==> config.mk <==
export PLATFORM = sky130hd
export DESIGN_NAME = pixel_spi_packer
export DESIGN_NICKNAME = d
export VERILOG_FILES = /design/src/rtl/pixel_spi_packer.sv
export SDC_FILE = /design/constraint.sdc
export NUM_CORES = 1
export LEC_CHECK = 0
export CELL_PAD_IN_SITES_DETAIL_PLACEMENT = 0
export CELL_PAD_IN_SITES_GLOBAL_PLACEMENT = 1
export CORE_MARGIN = 1.5
export CORE_UTILIZATION = 41
export CTS_BUF_LIST = sky130_fd_sc_hd__clkbuf_16
export CTS_CLUSTER_DIAMETER = 150
export DETAILED_ROUTE_END_ITERATION = 8
export GPL_ROUTABILITY_DRIVEN = 1
export PLACE_DENSITY = 0.86
export SLEW_MARGIN = 20
export SYNTH_ARGS = -nofsm -noshare
export SYNTH_HDL_FRONTEND = slang
export SYNTH_SLANG_ARGS = --single-unit
==> constraint.sdc <==
create_clock -name clk -period 15.4 [get_ports clk]
set_clock_uncertainty 0.1 [all_clocks]
set_input_delay 2.31 -clock clk [delete_from_list [all_inputs] [get_ports clk]]
set_output_delay 2.31 -clock clk [all_outputs]
set_load 0.005 [all_outputs]
==> src/rtl/pixel_spi_packer.sv <==
// Packs 16-bit pixel words into 256-bit SPI beats (word 0 lowest); PIXEL_SPI_PACKER_BYTE_SWAP_EN swaps bytes of stored words.
// Latency: strobe one cycle after the closing accept when out_free is high; one HOLD cycle follows each strobe.
// Backpressure: in_ready is low outside FILL; a closed beat waits in SEND for out_free with out_data held.
module pixel_spi_packer #(
    parameter logic [15:0] FILL_WORD = 16'h0000
) (
    input  logic         clk,
    input  logic         reset,
    input  logic         in_valid,
    output logic         in_ready,
    input  logic [15:0]  in_data,
    input  logic         in_last,
    input  logic         out_free,
    output logic         out_wr_en,
    output logic [255:0] out_data,
    output logic         frame_done,
    output logic [11:0]  beat_count
);

    typedef enum logic [1:0] {
        FILL = 2'd0,
        SEND = 2'd1,
        HOLD = 2'd2
    } state_t;

    state_t      state;
    logic [3:0]  slot;
    logic        closed_by_last;
    logic [15:0] word_store;

    always_comb begin
        word_store = in_data;
`ifdef PIXEL_SPI_PACKER_BYTE_SWAP_EN
        word_store = {in_data[7:0], in_data[15:8]};
`endif
    end

    always_ff @(posedge clk or posedge reset) begin
        if (reset) begin
            state          <= FILL;
            slot           <= 4'd0;
            closed_by_last <= 1'b0;
            in_ready       <= 1'b0;
            out_wr_en      <= 1'b0;
            frame_done     <= 1'b0;
            beat_count     <= 12'd0;
            out_data       <= '0;
        end else begin
            case (state)
                FILL: begin
                    in_ready   <= 1'b1;
                    out_wr_en  <= 1'b0;
                    frame_done <= 1'b0;
                    if (in_valid && in_ready) begin
                        // Padding is written raw: only upstream words are swapped.
                        for (int i = 0; i < 16; i++) begin
                            if (i[3:0] == slot)
                                out_data[16*i +: 16] <= word_store;
                            else if (in_last && (i[3:0] > slot))
                                out_data[16*i +: 16] <= FILL_WORD;
                        end
                        slot <= slot + 4'd1;
                        if (in_last || (slot == 4'd15)) begin
                            state          <= SEND;
                            in_ready       <= 1'b0;
                            closed_by_last <= in_last;
                        end
                    end
                end
                SEND: begin
                    in_ready <= 1'b0;
                    if (out_free) begin
                        out_wr_en <= 1'b1;
                        state     <= HOLD;
                        slot      <= 4'd0;
                        if (closed_by_last) begin
                            frame_done <= 1'b1;
                            beat_count <= 12'd0;
                        end else begin
                            beat_count <= beat_count + 12'd1;
                        end
                    end
                end
                HOLD: begin
                    // One dead cycle lets spi_slave drop its free flag before we look again.
                    out_wr_en  <= 1'b0;
                    frame_done <= 1'b0;
                    in_ready   <= 1'b1;
                    state      <= FILL;
                end
                default: begin
                    state     <= FILL;
                    in_ready  <= 1'b0;
                    out_wr_en <= 1'b0;
                end
            endcase
        end
    end

endmodule

==> reports/qor.yml <==
critical_path_peak_fanout: 16
worst_path_max_delay_cell: "sky130_fd_sc_hd__nand4bb_1"
worstSetupEndpointType: "register"
data_required_time_of_the_worst_path_ns: 15.73
drv.max_cap_violation_count: 0
finalSetupViolCount: 0
placed_area_um2: 13700
worstMarginPinSlew_ns: 1.09
cts_buffers: 29
detail-route-antenna-nets: 0
slew_violations: 0
detail_route.wirelength_um: 32800
finalCriticalPeriod_ns: 4.47
diode_insertion_count_for_antenna_repair: 0
cts.repair_timing.setup_buffer_count: 0
reg2reg_slack_ns: 12.61
area_growth_syn_to_layout_pct: 39.0
die_h_um: 164
drt-initial-drc-count: 558
grt.overflow.total: 0
tritoncts: "built"
yosys_warnings: 0
synth_async_sr_flop_share: 1.00
htree_num_levels: 1
cp_data_arrival_time_ns: 4.80
gpl.final_weighted_congestion: 0.798
die_width_um: 164
clockBufferDepth: 3
final-instance-count-excl-fill: 1430
yosys_reg_bits: 278
critical_path_cell_sequence: "clkdlybuf4s50_1 -> nand4bb_1 -> nor3_4 -> nand2_1 -> a32o_1"
finalCoreUtilization: 0.583
synth_edf_count: 0
vias: 8033
worst_ir_drop_vdd_v: 0.000111
cellLeakagePower_nw: 6.68
power_frac_clock: 0.328
power.share.sequential: 0.433
timing_worst_setup_path_type: "primary input to register"
comb_power_share: 0.239
power_dens_cells_nw_per_um2: 144
timing.slew.headroom: 0.272
floorplan.initialDensity: 0.420
syn_area_um2: 10600
remaining_drc_errors: 0
p_sw_frac: 0.280
synth.net_count: 839
cellInternalPower_mw: 1.53
holdBufCountCts: 0
design.die.area_um2: 26800
run_status: "complete, no violations"
longest_individual_stage_delay_on_the_worst_path_ns: 0.61
synth-main-ff-cell: "sky130_fd_sc_hd__dfrtp_1"
placement.io_buffers: 291
p_sw_uw: 593
critical_path.n_buffers_inverters: 1
worst_setup_path_start_kind: "primary input"
clock_sink_count: 278
antenna_found_initial: 0
postLayoutCellArea_um2: 14700
insertion_delay_ns: 0.54
routed_via_density: 5.62
critical_path.top_delay_family: "simple AND/OR/NAND/NOR gates"
hold_removal_path_class: "register to register"
grt_setup_unrepaired: "no"
syn-mean-instance-area_um2: 13.0
first_pass_grt_wire_length_um: 48500
clk_pin_slew_worst_paths_ns: 0.06
pin_count_of_the_biggest_net_entering_global_routing: 147
max_freq_mhz: 224
coreArea_um2: 25300
place_inst: 1376
tns_ns: 0
num_rows: 58
hold_violations: 0
yosysUniqueCellTypes: 43
cts_repair_resize_count: 0
final_layout_size_suffix_gt1_frac: 0.0782
wl_per_cell_um: 22.9
firstDrtPassIters: 4
synth.yosys.seq_area_share: 0.656
dp_hpwl_um: 21600
syn-instance-count: 814
grt_util_all_layers: 0.240
num-nets-final: 1104
fin_crit_sh: 0.290
io-pin-count: 292
vias_in_the_first_global_route: 7834
clock_tree.root_cell: "sky130_fd_sc_hd__clkbuf_16"
## routing by layer
| layer | vias up | GRT usage | wire length, µm |
|---|---|---|---|
| li1 | 3531 | - | - |
| met1 | 4116 | 0.334 | 14400 |
| met2 | 316 | 0.370 | 14900 |
| met3 | 70 | 0.0508 | 2250 |
| met4 | 0 | 0.0909 | 1230 |
| met5 | - | 0 | 0 |
## area by class of cell
cell class / count / area [µm²]
well taps: 330 / 413
clock inverters: 23 / 213
fillers: 2066 / 10500
inverters: 26 / 105
multi-input cells: 439 / 3280
repair buffers: 305 / 3040
clock buffers: 29 / 726
flip-flops and latches: 278 / 6960
## registers in the layout, indices dropped and copies added, names as in the netlist
signal,flops
out_data,256
beat_count,12
slot,4
state,2
closed_by_last,1
frame_done,1
in_ready,1
out_wr_en,1
## placed cells by master (no fill, tap or decap), types with 3 or more instances in the layout
master,Yosys,routed
sky130_fd_sc_hd__o21ai_1,5,3
sky130_fd_sc_hd__clkinv_1,0,6
sky130_fd_sc_hd__clkinv_2,0,3
sky130_fd_sc_hd__and2_1,5,5
sky130_fd_sc_hd__a21oi_1,9,9
sky130_fd_sc_hd__nand2b_1,6,6
sky130_fd_sc_hd__a22o_1,215,215
sky130_fd_sc_hd__xnor2_1,7,7
sky130_fd_sc_hd__bufinv_16,0,4
sky130_fd_sc_hd__nor3_1,8,7
sky130_fd_sc_hd__and3_1,7,7
sky130_fd_sc_hd__mux2_2,17,17
sky130_fd_sc_hd__nand2_1,35,35
sky130_fd_sc_hd__buf_4,0,12
sky130_fd_sc_hd__nor2b_1,4,4
sky130_fd_sc_hd__clkdlybuf4s50_1,0,291
sky130_fd_sc_hd__nand3_1,31,31
sky130_fd_sc_hd__dfrtp_1,278,278
sky130_fd_sc_hd__nor2_1,17,16
sky130_fd_sc_hd__ha_1,4,4
sky130_fd_sc_hd__o21ai_0,38,38
sky130_fd_sc_hd__clkbuf_16,0,29
sky130_fd_sc_hd__inv_1,26,31
## per-stage QoR
step | hold slack, ns | setup WS (ns) | total power, mW
floorplan | 0.372 | 5.32 | 1.13
CTS | 0.401 | 10.57 | 2.13
global route | 0.411 | 10.60 | 2.21
finish | 0.400 | 10.93 | 2.12
global placement | 0.382 | 10.03 | 1.42
detailed placement | 0.381 | 10.00 | 1.43
## power by group through the flow
stage	combinational, mW	clock, mW	sequential, mW
finish	0.507	0.696	0.917
global route	0.544	0.732	0.930
CTS	0.507	0.705	0.917
detailed placement	0.505	0	0.925
global placement	0.492	0	0.928
floorplan	0.212	0	0.918
## worst register-to-register path: stages (launching register included)
cell	delay (ns)
sky130_fd_sc_hd__dfrtp_1	0.48
sky130_fd_sc_hd__nand4bb_1	0.72
sky130_fd_sc_hd__nor3_4	0.54
sky130_fd_sc_hd__nand2_1	0.48
sky130_fd_sc_hd__a32o_1	0.37
## path summary, 6_finish.rpt
path | from | end | cells after the start
setup / recovery | in_valid | out_data[47] | 5
hold / removal | out_data[29] | out_data[29] | 1
setup reg to reg | state[0] | out_data[47] | 4
hold reg to reg | out_data[29] | out_data[29] | 1
max in group asynchronous | reset | out_data[74] | 5
min in group asynchronous | reset | out_data[14] | 2
## Yosys cell counts, types with 6 or more instances
| library cell | instances | area [µm²] |
|---|---|---|
| sky130_fd_sc_hd__nor2_1 | 17 | 63.8 |
| sky130_fd_sc_hd__nand3_1 | 31 | 155 |
| sky130_fd_sc_hd__nor3_1 | 8 | 40.0 |
| sky130_fd_sc_hd__clkbuf_1 | 48 | 180 |
| sky130_fd_sc_hd__dfrtp_1 | 278 | 6960 |
| sky130_fd_sc_hd__o21ai_0 | 38 | 190 |
| sky130_fd_sc_hd__buf_2 | 22 | 110 |
| sky130_fd_sc_hd__nand2b_1 | 6 | 37.5 |
| sky130_fd_sc_hd__nand2_1 | 35 | 131 |
| sky130_fd_sc_hd__a21oi_1 | 9 | 45.0 |
| sky130_fd_sc_hd__mux2_2 | 17 | 191 |
| sky130_fd_sc_hd__inv_1 | 26 | 97.6 |
| sky130_fd_sc_hd__xnor2_1 | 7 | 61.3 |
| sky130_fd_sc_hd__and3_1 | 7 | 43.8 |
| sky130_fd_sc_hd__a22o_1 | 215 | 1880 |
## kinds of logic after synthesis
family	count (synthesis)	share of synthesized area
AND/OR/NAND/NOR	132	0.0670
XOR/XNOR	7	0.00578
AO/OA/AOI/OAI	279	0.211
adder cells (fa/ha/maj)	4	0.00472
multiplexers	17	0.0181
flip-flops	278	0.656
buffers and inverters	97	0.0371
Note: power is estimated with default switching activity, not from simulation.
